**src/rtl/hilo_muldiv_ctrl.sv**
```systemverilog
`default_nettype none
// ============================================================================
// Module   : hilo_muldiv_ctrl
// Purpose  : HI/LO multiply / restoring-divide sequencer with pipeline stall
// Revision : 1.0
// ============================================================================
module hilo_muldiv_ctrl #(
  parameter int DATA_W = 32
) (
  input  logic                clk,
  input  logic                rst,
  input  logic                start,
  input  logic [1:0]          op,
  input  logic [DATA_W-1:0]   srcA,
  input  logic [DATA_W-1:0]   srcB,
  input  logic                flush,
  output logic                stall_req,
  output logic                busy,
  output logic                hilo_we,
  output logic [2*DATA_W-1:0] hilo_out
);

  localparam int CNT_W = $clog2(DATA_W);
  localparam logic [CNT_W-1:0] C_LAST = CNT_W'(DATA_W - 1);

  localparam logic [1:0] S_IDLE = 2'd0;
  localparam logic [1:0] S_MUL  = 2'd1;
  localparam logic [1:0] S_DIV  = 2'd2;
  localparam logic [1:0] S_DONE = 2'd3;

  logic [1:0]          r_state;
  logic [1:0]          w_next;
  logic                w_accept;

  logic [DATA_W-1:0]   r_a;
  logic [DATA_W-1:0]   r_b;
  logic                r_sgn;
  logic                r_dz;
  logic                r_prep;
  logic [CNT_W-1:0]    r_cnt;
  logic [DATA_W-1:0]   r_rem;
  logic [DATA_W-1:0]   r_quo;
  logic [DATA_W-1:0]   r_dvs;
  logic                r_negq;
  logic                r_negr;
  logic [2*DATA_W-1:0] r_res;
  logic [2*DATA_W-1:0] r_hilo;

  logic [2*DATA_W-1:0] w_ea;
  logic [2*DATA_W-1:0] w_eb;
  logic [2*DATA_W-1:0] w_prod;
  logic [DATA_W-1:0]   w_absa;
  logic [DATA_W-1:0]   w_absb;
  logic [DATA_W:0]     w_shift;
  logic [DATA_W:0]     w_trial;
  logic [DATA_W-1:0]   w_rem_nx;
  logic [DATA_W-1:0]   w_quo_nx;
  logic [2*DATA_W-1:0] w_div_res;

  assign w_accept = (r_state == S_IDLE) && start && !flush;

  // State register
  always_ff @(posedge clk) begin
    if (rst) begin
      r_state <= S_IDLE;
    end else begin
      r_state <= w_next;
    end
  end

  // Next-state logic; flush returns any active state to IDLE
  always_comb begin
    w_next = r_state;
    case (r_state)
      S_IDLE: if (w_accept) w_next = op[1] ? S_DIV : S_MUL;
      S_MUL:  w_next = S_DONE;
      S_DIV:  if (!r_prep && (r_cnt == C_LAST)) w_next = S_DONE;
      S_DONE: w_next = S_IDLE;
      default: w_next = S_IDLE;
    endcase
    if (flush && (r_state != S_IDLE)) w_next = S_IDLE;
  end

  // Outputs; the result is visible during DONE, committed to r_hilo at its end
  always_comb begin
    busy      = (r_state != S_IDLE);
    stall_req = w_accept || (r_state == S_MUL) || (r_state == S_DIV);
    hilo_we   = (r_state == S_DONE) && !flush;
    hilo_out  = hilo_we ? r_res : r_hilo;
  end

  assign w_ea   = r_sgn ? {{DATA_W{r_a[DATA_W-1]}}, r_a} : {{DATA_W{1'b0}}, r_a};
  assign w_eb   = r_sgn ? {{DATA_W{r_b[DATA_W-1]}}, r_b} : {{DATA_W{1'b0}}, r_b};
  assign w_prod = w_ea * w_eb;

  assign w_absa = (r_sgn && r_a[DATA_W-1]) ? (~r_a + 1'b1) : r_a;
  assign w_absb = (r_sgn && r_b[DATA_W-1]) ? (~r_b + 1'b1) : r_b;

  // One restoring step: shift the next dividend bit into the partial remainder
  assign w_shift  = {r_rem, r_quo[DATA_W-1]};
  assign w_trial  = w_shift - {1'b0, r_dvs};
  assign w_rem_nx = w_trial[DATA_W] ? w_shift[DATA_W-1:0] : w_trial[DATA_W-1:0];
  assign w_quo_nx = {r_quo[DATA_W-2:0], ~w_trial[DATA_W]};

  assign w_div_res = r_dz ? {r_a, {DATA_W{1'b1}}}
                          : {(r_negr ? (~w_rem_nx + 1'b1) : w_rem_nx),
                             (r_negq ? (~w_quo_nx + 1'b1) : w_quo_nx)};

  // Datapath
  always_ff @(posedge clk) begin
    if (rst) begin
      r_a    <= '0;
      r_b    <= '0;
      r_sgn  <= 1'b0;
      r_dz   <= 1'b0;
      r_prep <= 1'b0;
      r_cnt  <= '0;
      r_rem  <= '0;
      r_quo  <= '0;
      r_dvs  <= '0;
      r_negq <= 1'b0;
      r_negr <= 1'b0;
      r_res  <= '0;
      r_hilo <= '0;
    end else begin
      case (r_state)
        S_IDLE: begin
          if (w_accept) begin
            r_a    <= srcA;
            r_b    <= srcB;
            r_sgn  <= ~op[0];
            r_dz   <= (srcB == '0);
            r_prep <= 1'b1;
            r_cnt  <= '0;
          end
        end
        S_MUL: r_res <= w_prod;
        S_DIV: begin
          if (r_prep) begin
            // First DIV cycle only prepares magnitudes and fixup signs
            r_quo  <= w_absa;
            r_dvs  <= w_absb;
            r_rem  <= '0;
            r_negq <= r_sgn && (r_a[DATA_W-1] ^ r_b[DATA_W-1]);
            r_negr <= r_sgn && r_a[DATA_W-1];
            r_prep <= 1'b0;
          end else begin
            r_rem <= w_rem_nx;
            r_quo <= w_quo_nx;
            r_cnt <= r_cnt + 1'b1;
            if (r_cnt == C_LAST) r_res <= w_div_res;
          end
        end
        S_DONE: if (!flush) r_hilo <= r_res;
        default: ;
      endcase
    end
  end

endmodule
`default_nettype wire

```
**config.mk**
```make
export PLATFORM = sky130hd
export DESIGN_NAME = hilo_muldiv_ctrl
export DESIGN_NICKNAME = d
export VERILOG_FILES = /design/src/rtl/hilo_muldiv_ctrl.sv
export SDC_FILE = /design/constraint.sdc
export NUM_CORES = 2
export LEC_CHECK = 0
export BUFFER_PORTS_ARGS = -buffer_cell sky130_fd_sc_hd__buf_2
export CAP_MARGIN = 10
export CORE_ASPECT_RATIO = 0.75
export CORE_UTILIZATION = 30
export DETAILED_ROUTE_END_ITERATION = 12
export SYNTH_ARGS = -nofsm -noshare
export SYNTH_HDL_FRONTEND = slang
export SYNTH_SLANG_ARGS = --single-unit
```
**constraint.sdc**
```tcl
create_clock -name clk -period 9.5 [get_ports clk]
set_clock_uncertainty 0.2 [all_clocks]
set_input_delay 1.425 -clock clk [delete_from_list [all_inputs] [get_ports clk]]
set_output_delay 1.425 -clock clk [all_outputs]
set_load 0.01 [all_outputs]
```
### Yosys cells after proc, flatten, opt, wreduce, memory -nomap -nowiden

Cells that the tools add are included.

| operators by class | value |
|---|---|
| add/subtract/negate cells | 6 |
| $mul | 1 |
| eq/ne operators | 8 |
| muxes and demuxes | 23 |
| bitwise gates (word level) | 8 |
| reduce and logical (&&, ||, !) cells | 25 |

Operator list:

| operator | number |
|---|---|
| 2-to-1 mux 64 bit | 6 |
| 2-to-1 mux 32 bit | 7 |
| adder 32 x 1 -> 32 bit, second input constant | 4 |
| inverter 32 bit | 4 |
| one-hot mux 64 bit (2 select lines) | 1 |
| multiplier 64 x 64 -> 64 bit | 1 |
| subtractor 33 x 32 -> 33 bit | 1 |
| zero test 32 bit | 1 |
| 2-to-1 mux 5 bit | 2 |
| one-hot mux 5 bit (2 select lines) | 1 |
| AND reduction 2 bit | 5 |
| logical AND 1 bit | 8 |
| inequality test 2 bit, second input constant | 4 |
| one-hot mux 2 bit (4 select lines) | 1 |
| 2-to-1 mux 2 bit | 3 |
| AND reduction 3 bit | 2 |
| nonzero test 2 bit | 3 |
| adder 5 x 1 -> 5 bit, second input constant | 1 |
| == test 5 bit, second input constant | 1 |
| == test 2 bit, second input constant | 2 |
| inverter 1 bit | 3 |
| == test 2 x 1 -> 1 bit, second input constant | 1 |
| zero test 1 bit | 2 |
| zero test 2 bit | 1 |
| 5 further kinds | 6 |

| word-level totals | value |
|---|---|
| bits in registers | 300 |
| bits of input ports | 70 |
| output and inout bits | 67 |

### Depth between registers and ports, before layout

| depth | value |
|---|---|
| depth in word-level cells | 9 |
| depth in mapped cells | 36 |
| gate-level depth less buffers | 33 |

### Least setup slack after synthesis

No wires, ideal clock.

| timing | value |
|---|---|
| path type | reg-to-reg |
| start | register r_a[31] |
| end | register r_res[60] |
| data arrival time | 9.433 ns |
| required time | 9.172 ns |
| slack | -0.260 ns |
| cell stages (with the launch flop) | 33 |
| period minus slack after synthesis | 9.760 ns |
| cell sequence | dfxtp_1 -> and2_1 -> clkbuf_1 -> clkbuf_1 -> buf_1 -> nand2_1 -> fa_1 -> inv_1 -> fa_1 -> fa_1 -> inv_1 -> fa_1 -> inv_1 -> fa_1 -> fa_1 -> fa_1 -> fa_1 -> fa_1 -> inv_1 -> fa_1 -> inv_1 -> ha_1 -> a21oi_1 -> o21ai_0 -> a21o_1 -> a21o_1 -> a21oi_1 -> o211ai_1 -> o21ai_0 -> o21ai_0 -> xor2_1 -> a221oi_1 -> nor2_1 |

| between the ends | value |
|---|---|
| word-level cells in the longest chain between the ends | 3 |

Ends and longest elaborated chain:

| element | RTL line | RTL |
|---|---|---|
| from (decl) | 35 | `logic [DATA_W-1:0] r_a;` |
| from (signal assigned) | 129 | `r_a <= srcA;` |
| 2-to-1 mux 64 bit | 92 | `assign w_ea = r_sgn ? {{DATA_W{r_a[DATA_W-1]}}, r_a} : {{DATA_W{1'b0}}, r_a};` |
| multiplier 64 x 64 -> 64 bit | 94 | `assign w_prod = w_ea * w_eb;` |
| one-hot mux 64 bit (2 select lines) | 126 | `case (r_state)` |
| to (signal assigned) | 137 | `S_MUL: r_res <= w_prod;` |
| to (signal assigned) | 151 | `if (r_cnt == C_LAST) r_res <= w_div_res;` |
| to (decl) | 46 | `logic [2*DATA_W-1:0] r_res;` |

No other way between the ends.
A chain may end at the register's enable or synchronous reset.

### Worst setup path after layout

| timing | value |
|---|---|
| start | register r_b[7] |
| end | register r_res[52] |

| between the ends | value |
|---|---|
| word-level cells in the longest chain between the ends | 3 |

Ends and longest elaborated chain:

| element | RTL line | RTL |
|---|---|---|
| from (decl) | 36 | `logic [DATA_W-1:0] r_b;` |
| from (signal assigned) | 130 | `r_b <= srcB;` |
| 2-to-1 mux 64 bit | 93 | `assign w_eb = r_sgn ? {{DATA_W{r_b[DATA_W-1]}}, r_b} : {{DATA_W{1'b0}}, r_b};` |
| multiplier 64 x 64 -> 64 bit | 94 |  |
| one-hot mux 64 bit (2 select lines) | 126 |  |

No other way between the ends.

==> flow_summary_export.csv <==
group,metric,value,unit
outcome,outcome,"completed",
placement,dpl_cell_area,0.0710,mm^2
route,via_per_inst,4.99,
timing,fmax,109,MHz
route,drt_pass1_iterations,6,
clock_tree,clockBufferDepth,3,
clock_tree,clock_sinks,300,
job,drv_cap,0,
yosys,synth_edf_count,0,
min_path,hold_path_class,"reg -> reg",
worst_setup_path,critical_path_required,9.75,ns
placement,dp_slack,-0.204,ns
pwr,p_leak,35.6,nW
route,drt-total-wl,235,mm
clock_tree,holdBufCountCts,0,
die,fp.dieH,405,um
cells_and_area,final_nets,9379,
die,die_w,539,um
worst_setup_path,cp_slowest_cell,"fa_1",
clock_tree,cts-root-buf,"clkbuf_16",
clock_tree,cts-buffers-inserted,40,
yosys,yosysWarnings,0,
yosys,syn_area,0.0649,mm^2
route,vias,51984,
placement,dp_hpwl,196,mm
yosys,ys_ff_latch,300,
global_route,grt_pass1_vias,53579,
timing,period_needed,9.20,ns
timing,postLayoutSetupSlackWorst,0.300,ns
timing,worst_pin_slew,1.12,ns
placement,gp_congestion,0.979,
die,ios,137,
worst_setup_path,cpMostUsedCell,"fa_1",
cells_and_area,drive_above_1_share,9.64,%
die,start_util,30.3,%
yosys,ys.flop_type,"dfxtp_1",
timing,hold_violations,0,
global_route,grt.overflow.total,0,
pwr,vdd_drop_max,0.353,mV
cells_and_area,syn_to_final_growth,12.0,%
yosys,syn-instance-count,7401,
yosys,async_flop_share,0,%
worst_setup_path,crit_path_end_kind,"flip-flop",
worst_setup_path,max_stage_delay,0.53,ns
route,drt_iter0_drc,5228,
pwr,p_per_area,176,mW/mm^2
route,ant_nets,0,
yosys,avgSynthCellArea,8.77,um^2
route,drc,0,
cells_and_area,final_util,33.9,%
cells_and_area,final_common_cell,"inv_1",
route,wl_per_cell,22.5,um
worst_setup_path,cp-start-kind,"flip-flop",
min_path,hold-path-cell-count,2,
global_route,antenna_found_initial,18,
yosys,ys_seq_area_share,9.25,%
die,fp.dieArea,0.218,mm^2
global_route,grt_max_degree,138,
global_route,grt_pass1_wl,354,mm
timing,timing.final.crit_share,96.8,%
worst_setup_path,reg2reg_depth,30,
global_route,grt_use_total,21.6,%
clock_tree,cts_tree,"yes",
placement,io_buffer_count,136,
die,core_area,0.214,mm^2
clock_tree,clk_pin_slew,0.06,ns
worst_setup_path,arrival,9.45,ns
yosys,syn_nets,9242,
timing,relSlewSlack,24.7,%
timing,fin_hold_ws,0.255,ns
die,std_cell_rows,147,
placement,place_inst,10321,
yosys,synth_cell_types,84,
worst_setup_path,cp_max_fo,33,
clock_tree,htreeDepth,2,
cells_and_area,finalInstanceArea,0.0727,mm^2
timing,slew_viol_final,0,
cells_and_area,layout_common_cells,"inv_1, fa_1, nand2_1",
timing,setup_viol,0,
worst_setup_path,worstSetupPathType,"reg -> reg",
clock_tree,clkLatencyLatePin,0.59,ns
cells_and_area,fin_cells,10409,
power by group:
group / internal, mW / total [mW] / switching [mW]
combinational: 3.03 / 9.48 / 6.45
clock: 0.896 / 1.59 / 0.692
sequential: 1.43 / 1.74 / 0.306
total: 5.36 / 12.8 / 7.44
metrics by stage:
step | power (mW) | setup TNS, ns
after CTS | 12.4 | 0
after global routing | 13.5 | -0.0199
after global placement | 10.8 | -0.0218
after detailed placement | 10.8 | -0.271
after floorplan | 7.48 | 0
final | 12.8 | 0
timing repair:
item | CTS | global route
cloned | 0 | 1
endpoints found under the setup margin | 6 | 22
pin swaps | 0 | 23
buffers inserted | 0 | 5
resized for setup | 12 | 76
cells in the mapped netlist, drive strengths merged (22+ instances only):
| cell type | n | area share [%] |
|---|---|---|
| o31ai | 30 | 0.35 |
| a22oi | 22 | 0.25 |
| a211oi | 78 | 0.90 |
| inv | 1588 | 9.2 |
| clkbuf | 375 | 2.2 |
| o221ai | 23 | 0.31 |
| nor4 | 30 | 0.35 |
| fa | 1420 | 44 |
| xor2 | 76 | 1.0 |
| ha | 351 | 6.8 |
| o21ai | 118 | 0.91 |
| buf | 56 | 0.35 |
| dfxtp | 300 | 9.3 |
| and3 | 42 | 0.40 |
| nand3 | 42 | 0.33 |
| nand4 | 23 | 0.22 |
| mux2i | 35 | 0.54 |
| and2 | 628 | 6.1 |
| a21oi | 283 | 2.2 |
| xnor2 | 166 | 2.2 |
| nor2 | 283 | 1.6 |
| a31oi | 31 | 0.30 |
| or3 | 29 | 0.28 |
| nor3 | 53 | 0.42 |
| nand2 | 999 | 5.8 |
| a21o | 51 | 0.59 |
registers in the layout, summed over array words and instances, names as in the netlist:
name,flops
r_rem,32
r_dz,1
r_prep,1
r_a,32
r_dvs,32
r_cnt,5
r_negq,1
r_state,2
r_b,32
r_hilo,64
r_sgn,1
r_res,64
r_quo,32
r_negr,1
critical path, delay by kind of cell, from the launching register on:
family	cells	cell delay (ns)
buffers and inverters	8	0.69
AO/OA/AOI/OAI	8	1.84
AND/OR/NAND/NOR	2	0.42
multiplexers	1	0.24
adder cells (fa/ha/maj)	11	5.30
flip-flops	1	0.34
area by class of cell:
type | count | area, um^2
clock buffer | 52 | 1130
fill | 22275 | 142000
timing repair buffer | 526 | 4300
inverter | 1592 | 5980
antenna | 12 | 30.0
clock inverter | 18 | 188
multi-input combinational | 5078 | 51500
tap | 2831 | 3540
sequential | 300 | 6090
cell families (layout without fill, tap and decap cells):
| kind of cell | count (synthesis) | in the layout | synth area share, % |
|---|---|---|---|
| and+or+nand+nor | 2217 | 2217 | 16.5 |
| adders and majority gates | 1774 | 1774 | 50.6 |
| muxes | 39 | 39 | 0.609 |
| other | 0 | 12 | 0 |
| xor gates and xnor gates | 242 | 242 | 3.27 |
| AOI/OAI and AO/OA | 806 | 806 | 8.07 |
| DFF | 300 | 300 | 9.25 |
| buffers and inverters | 2023 | 2188 | 11.7 |
metal layers:
layer | part of all wire [%] | vias to the layer above | global-route usage, %
li1 | - | 22618 | -
met1 | 47 | 26715 | 32.6
met2 | 41 | 2342 | 31.1
met3 | 9.2 | 295 | 4.05
met4 | 2.9 | 14 | 5.63
met5 | 0.036 | - | 0
path summary, 6_finish.rpt:
path                            startpoint        end  slack, ns
worst max register to register      r_b[7]  r_res[52]       0.30
worst min-delay path             r_res[30]  r_res[30]       0.26
worst max-delay path                r_b[7]  r_res[52]       0.30
worst min register to register   r_res[30]  r_res[30]       0.26
No activity file was read; power rests on OpenSTA's default activity.
